--- config.mk ---
export PLATFORM = sky130hd
export DESIGN_NAME = nubus_mst_watchdog
export DESIGN_NICKNAME = d
export VERILOG_FILES = /design/src/rtl/nubus_mst_watchdog.sv
export SDC_FILE = /design/constraint.sdc
export NUM_CORES = 1
export LEC_CHECK = 0
export BUFFER_PORTS_ARGS = -buffer_cell sky130_fd_sc_hd__buf_4
export CAP_MARGIN = 10
export CORE_ASPECT_RATIO = 1.25
export CORE_MARGIN = 2
export CORE_UTILIZATION = 55
export DETAILED_ROUTE_END_ITERATION = 8
export PLACE_DENSITY = 0.84
export SLEW_MARGIN = 25
export SYNTH_ARGS = -nofsm -noshare
export SYNTH_HDL_FRONTEND = slang
export SYNTH_SLANG_ARGS = --single-unit
--- constraint.sdc ---
create_clock -name nub_clkn -period 4.8 [get_ports nub_clkn]
set_input_delay 0.96 -clock nub_clkn [delete_from_list [all_inputs] [get_ports nub_clkn]]
set_output_delay 0.96 -clock nub_clkn [all_outputs]
set_load 0.05 [all_outputs]
--- src/rtl/nubus_mst_watchdog.sv ---
// NuBus master transaction watchdog.
// Tracks one master transaction from START to its ACK. It declares a timeout when
// no ACK arrives in time, and paces try-again-later retries with a backoff
// interval. It gives up once the retry budget is spent. All state changes on
// the falling edge of the NuBus clock.
module nubus_mst_watchdog #(
  parameter int unsigned TIMEOUT_CYCLES = 255,
  parameter int unsigned RETRY_MAX      = 8,
  parameter int unsigned BACKOFF_CYCLES = 4
) (
  input  logic       nub_clkn,
  input  logic       nub_resetn,
  input  logic       mst_start,
  input  logic       mst_cancel,
  input  logic       nub_ackn,
  input  logic [1:0] nub_status,
  output logic       mst_busy,
  output logic       mst_done,
  output logic       mst_timeout,
  output logic       mst_retry,
  output logic       mst_giveup,
  output logic [3:0] mst_retries
);

  // Shared NuBus transaction status codes, qualified by ACK
  localparam logic [1:0] TMN_COMPLETE        = 2'b00;
  localparam logic [1:0] TMN_ERROR           = 2'b01;
  localparam logic [1:0] TMN_TIMEOUT_ERROR   = 2'b10;
  localparam logic [1:0] TMN_TRY_AGAIN_LATER = 2'b11;

  localparam logic [1:0] ST_IDLE    = 2'd0;
  localparam logic [1:0] ST_WAIT    = 2'd1;
  localparam logic [1:0] ST_BACKOFF = 2'd2;

  // Counter values seen on the edge that completes the interval
  localparam logic [11:0] L_WAIT_LAST = 12'(TIMEOUT_CYCLES - 1);
  localparam logic [7:0]  L_BACK_LAST = 8'(BACKOFF_CYCLES - 1);
  localparam logic [3:0]  L_RETRY_MAX = 4'(RETRY_MAX);

  logic [1:0]  r_state;
  logic [11:0] r_wait_cnt;
  logic [7:0]  r_back_cnt;
  logic [3:0]  r_retries;
  logic        r_busy, r_done, r_timeout, r_retry, r_giveup;

  logic [1:0]  w_state_nxt;
  logic [11:0] w_wait_nxt;
  logic [7:0]  w_back_nxt;
  logic [3:0]  w_retries_nxt;
  logic        w_busy_nxt, w_done_nxt, w_timeout_nxt, w_retry_nxt, w_giveup_nxt;

  // Next-state decode; cancel outranks ACK, and ACK outranks the wait timeout
  always_comb begin
    w_state_nxt   = r_state;
    w_wait_nxt    = r_wait_cnt;
    w_back_nxt    = r_back_cnt;
    w_retries_nxt = r_retries;
    w_done_nxt    = 1'b0;
    w_timeout_nxt = 1'b0;
    w_retry_nxt   = 1'b0;
    w_giveup_nxt  = 1'b0;
    case (r_state)
      ST_IDLE: begin
        if (mst_start) begin
          w_state_nxt   = ST_WAIT;
          w_wait_nxt    = '0;
          w_retries_nxt = '0;
        end
      end
      ST_WAIT: begin
        if (mst_cancel) begin
          w_state_nxt = ST_IDLE;
          w_wait_nxt  = '0;
        end else if (!nub_ackn) begin
          w_wait_nxt = '0;
          case (nub_status)
            TMN_COMPLETE, TMN_ERROR: begin
              w_done_nxt  = 1'b1;
              w_state_nxt = ST_IDLE;
            end
            TMN_TIMEOUT_ERROR: begin
              w_timeout_nxt = 1'b1;
              w_state_nxt   = ST_IDLE;
            end
            default: begin
              if (r_retries == L_RETRY_MAX) begin
                w_giveup_nxt = 1'b1;
                w_state_nxt  = ST_IDLE;
              end else begin
                w_retries_nxt = r_retries + 4'd1;
                w_back_nxt    = '0;
                w_state_nxt   = ST_BACKOFF;
              end
            end
          endcase
        end else if (r_wait_cnt == L_WAIT_LAST) begin
          w_timeout_nxt = 1'b1;
          w_wait_nxt    = '0;
          w_state_nxt   = ST_IDLE;
        end else begin
          w_wait_nxt = r_wait_cnt + 12'd1;
        end
      end
      ST_BACKOFF: begin
        if (mst_cancel) begin
          w_state_nxt = ST_IDLE;
          w_back_nxt  = '0;
        end else if (r_back_cnt == L_BACK_LAST) begin
          w_retry_nxt = 1'b1;
          w_back_nxt  = '0;
          w_wait_nxt  = '0;
          w_state_nxt = ST_WAIT;
        end else begin
          w_back_nxt = r_back_cnt + 8'd1;
        end
      end
      default: begin
        w_state_nxt = ST_IDLE;
        w_wait_nxt  = '0;
        w_back_nxt  = '0;
      end
    endcase
    w_busy_nxt = (w_state_nxt != ST_IDLE);
  end

  // State, counters and registered outputs; reset drops everything at once
  always_ff @(negedge nub_clkn or negedge nub_resetn) begin
    if (!nub_resetn) begin
      r_state    <= ST_IDLE;
      r_wait_cnt <= '0;
      r_back_cnt <= '0;
      r_retries  <= '0;
      r_busy     <= 1'b0;
      r_done     <= 1'b0;
      r_timeout  <= 1'b0;
      r_retry    <= 1'b0;
      r_giveup   <= 1'b0;
    end else begin
      r_state    <= w_state_nxt;
      r_wait_cnt <= w_wait_nxt;
      r_back_cnt <= w_back_nxt;
      r_retries  <= w_retries_nxt;
      r_busy     <= w_busy_nxt;
      r_done     <= w_done_nxt;
      r_timeout  <= w_timeout_nxt;
      r_retry    <= w_retry_nxt;
      r_giveup   <= w_giveup_nxt;
    end
  end

  assign mst_busy    = r_busy;
  assign mst_done    = r_done;
  assign mst_timeout = r_timeout;
  assign mst_retry   = r_retry;
  assign mst_giveup  = r_giveup;
  assign mst_retries = r_retries;

endmodule
==> impl_metrics.csv <==
group,metric,value,unit
setup_path,worstPathRequired,3840,ps
clocking,numCtsBuffers,5,
clocking,cts.repair.resized,0,
route,drtIter0Drc,63,
route,drc,0,
setup_path,cp-start-kind,"flop",
setup_path,cpPeakStageDelay,500,ps
logic_synthesis,synth-seq-cells,31,
floorplanning,ios,16,
floorplanning,fp.dieArea,0.00354,mm^2
setup_path,critPathBufInv,1,
logic_synthesis,yosys.area.top_type,"dfrtn_1",
logic_synthesis,ys_top_cells_by_count,"31 x dfrtn_1, 19 x nand2_1, 15 x o21ai_0, 13 x nand3_1, 10 x nor2_1",
final_layout,register_area,776,um^2
logic_synthesis,synthArstFlopShare,100,%
route,routedWlPerCell,16.0,um
route,routed_wl,3.77,mm
clocking,cts_max_level,2,
run,maxCapViolations,0,
setup_path,worst_path_max_delay_cell,"dfrtn_1",
clocking,clock-sinks,31,
floorplanning,die_x,53.6,um
logic_synthesis,syn_nets,188,
global_route,grt_pass1_wl,6.25,mm
route,vias,1454,
setup_path,critical_path_class,"reg2out",
clocking,clkSlewWorstSetupHoldPaths,70,ps
timing,setup_violations,0,
placement,gp_congestion,0.864,
timing,clock_skew,13.4,ps
final_layout,fin_util,65.3,%
logic_synthesis,synth_edf_count,0,
logic_synthesis,netlist_area,0.00169,mm^2
floorplanning,fp.dieH,66.0,um
setup_path,crit_fanout,6,
floorplanning,coreArea,0.00295,mm^2
route,first_pass_iters,4,
logic_synthesis,yosysWarnings,0,
logic_synthesis,yosys.area.top_type_share,45.9,%
setup_path,arrival,3460,ps
status,status,"completed",
timing,rsz0062_at_grt,"false",
placement,post-place-ws,33.2,ps
global_route,grt_max_degree,32,
global_route,grt_pass1_vias,1439,
setup_path,path_cells,"buf_4",
floorplanning,fp-row-count,22,
route,vias_per_cell,6.16,
timing,tightest_slew,743,ps
global_route,antenna_found_initial,0,
route,dr_wl_met3,100,um
clocking,cts_setup_buffers,0,
timing,tns,0,ps
global_route,overflow,0,
route,wl_met2,2.00,mm
setup_path,endpoint_kind,"output pin",
logic_synthesis,post-synth-top-count-cell,"dfrtn_1",
setup_path,cp_top_family,"flip-flops",
clocking,worstSkewPairLatency,330,ps
clocking,clock_path_buffers,2,
logic_synthesis,synth_cells,176,
final_layout,diodes,0,
final_layout,area_delta_synth_final,13.8,%
power_and_ir_drop,vdd_drop_max,0.000174,V
final_layout,final_nets,212,
final_layout,drive_gt1_share,17.0,%
clocking,cts-root-buf,"clkbuf_4",
power_and_ir_drop,power_leakage,0.832,nW
final_layout,nFillCells,247,
route,wl_met1,1.58,mm
logic_synthesis,synth.distinct_cells,48,
timing,slew-limit-headroom,50.2,%
final_layout,multi_input_area,870,um^2
logic_synthesis,synth_area_leaders,"dfrtn_1 46%, o21ai_0 4.4%, nand2_1 4.2%",
global_route,grt.total_usage,24.8,%
floorplanning,initial_core_util,57.4,%
power_and_ir_drop,powerDensity,259,mW/mm^2
logic_synthesis,synth.yosys.seq_area_share,45.9,%
timing,postLayoutSetupSlackWorst,380,ps
timing,slew_viol_final,0,
route,antenna_left,0,
clocking,postCtsHoldBufs,0,
placement,port_buffers,15,
logic_synthesis,synth_ff_type,"dfrtn_1",
clocking,cts_tree,"built",
placement,dp_hpwl,2.71,mm
min_path,hold_class,"reg2reg",
logic_synthesis,syn_area_per_cell,9.60,um^2
timing,hold_viol_final,0,
route,highest_layer,"met4",
cells in the final DEF, fill, tap and decap left out, types with 3 or more instances in the layout:
cell / Yosys / routed
a21oi_1: 7 / 7
a31oi_1: 5 / 5
and3_1: 3 / 3
buf_4: 0 / 20
clkbuf_4: 0 / 5
dfrtn_1: 31 / 31
ha_1: 5 / 5
inv_1: 7 / 7
nand2_1: 19 / 19
nand3_1: 13 / 13
nand3b_1: 4 / 4
nand4_1: 4 / 4
nor2_1: 10 / 10
nor2b_1: 3 / 3
nor3_1: 5 / 5
o21ai_0: 15 / 15
state kept, by name, summed over array words and instances, names as in the netlist:
signal / flops
r_wait_cnt: 12
r_back_cnt: 8
mst_retries: 4
r_state: 2
mst_busy: 1
mst_done: 1
mst_giveup: 1
mst_retry: 1
mst_timeout: 1
cell families after synthesis:
kind of cell | after synthesis | synth area share [%]
buf+inv | 10 | 2.67
fa+ha+maj | 5 | 3.70
mux | 4 | 2.52
compound gates | 46 | 18.6
simple gates | 78 | 25.6
xor+xnor | 2 | 1.04
flops | 31 | 45.9
layer usage:
metal / vias up / GRT usage (%)
li1: 712 / -
met1: 709 / 27.0
met2: 25 / 41.8
met3: 8 / 7.01
met4: 0 / 14.4
met5: - / 0
path summary, 6_finish.rpt:
path	startpoint	to	slack (ps)	cells past startpoint
setup / recovery	mst_retries[2]	mst_retries[2]	380	1
hold reg to reg	r_wait_cnt[11]	r_wait_cnt[11]	420	1
max in group asynchronous	nub_resetn	r_state[0]	1630	1
setup reg to reg	r_back_cnt[1]	r_wait_cnt[9]	2740	4
hold / removal	r_wait_cnt[11]	r_wait_cnt[11]	420	1
min in group asynchronous	nub_resetn	r_back_cnt[2]	2830	1
where the power goes:
| part | leakage [nW] | switching [mW] | internal, mW |
|---|---|---|---|
| registers | 0.428 | 0.00875 | 0.271 |
| logic | 0.369 | 0.0358 | 0.0246 |
| clock network | 0.0341 | 0.0908 | 0.0677 |
layout make-up:
type	instances	share of cell area, %
tap	36	2.34
inverter	7	1.37
clock buffer	6	2.67
sequential	31	40.3
timing repair buffer	20	7.81
multi-input combinational	135	45.2
clock inverter	1	0.260
metrics by stage:
stage / instance area, um^2 / instances / total power [mW] / hold slack (ps)
floorplan: 1690 / 176 / 0.319 / 386
finish: 1920 / 236 / 0.498 / 422
global placement: 1870 / 229 / 0.342 / 412
detailed placement: 1870 / 229 / 0.345 / 420
CTS: 1920 / 236 / 0.504 / 415
global route: 1920 / 236 / 0.524 / 441
(Power assumes the default switching activity.)
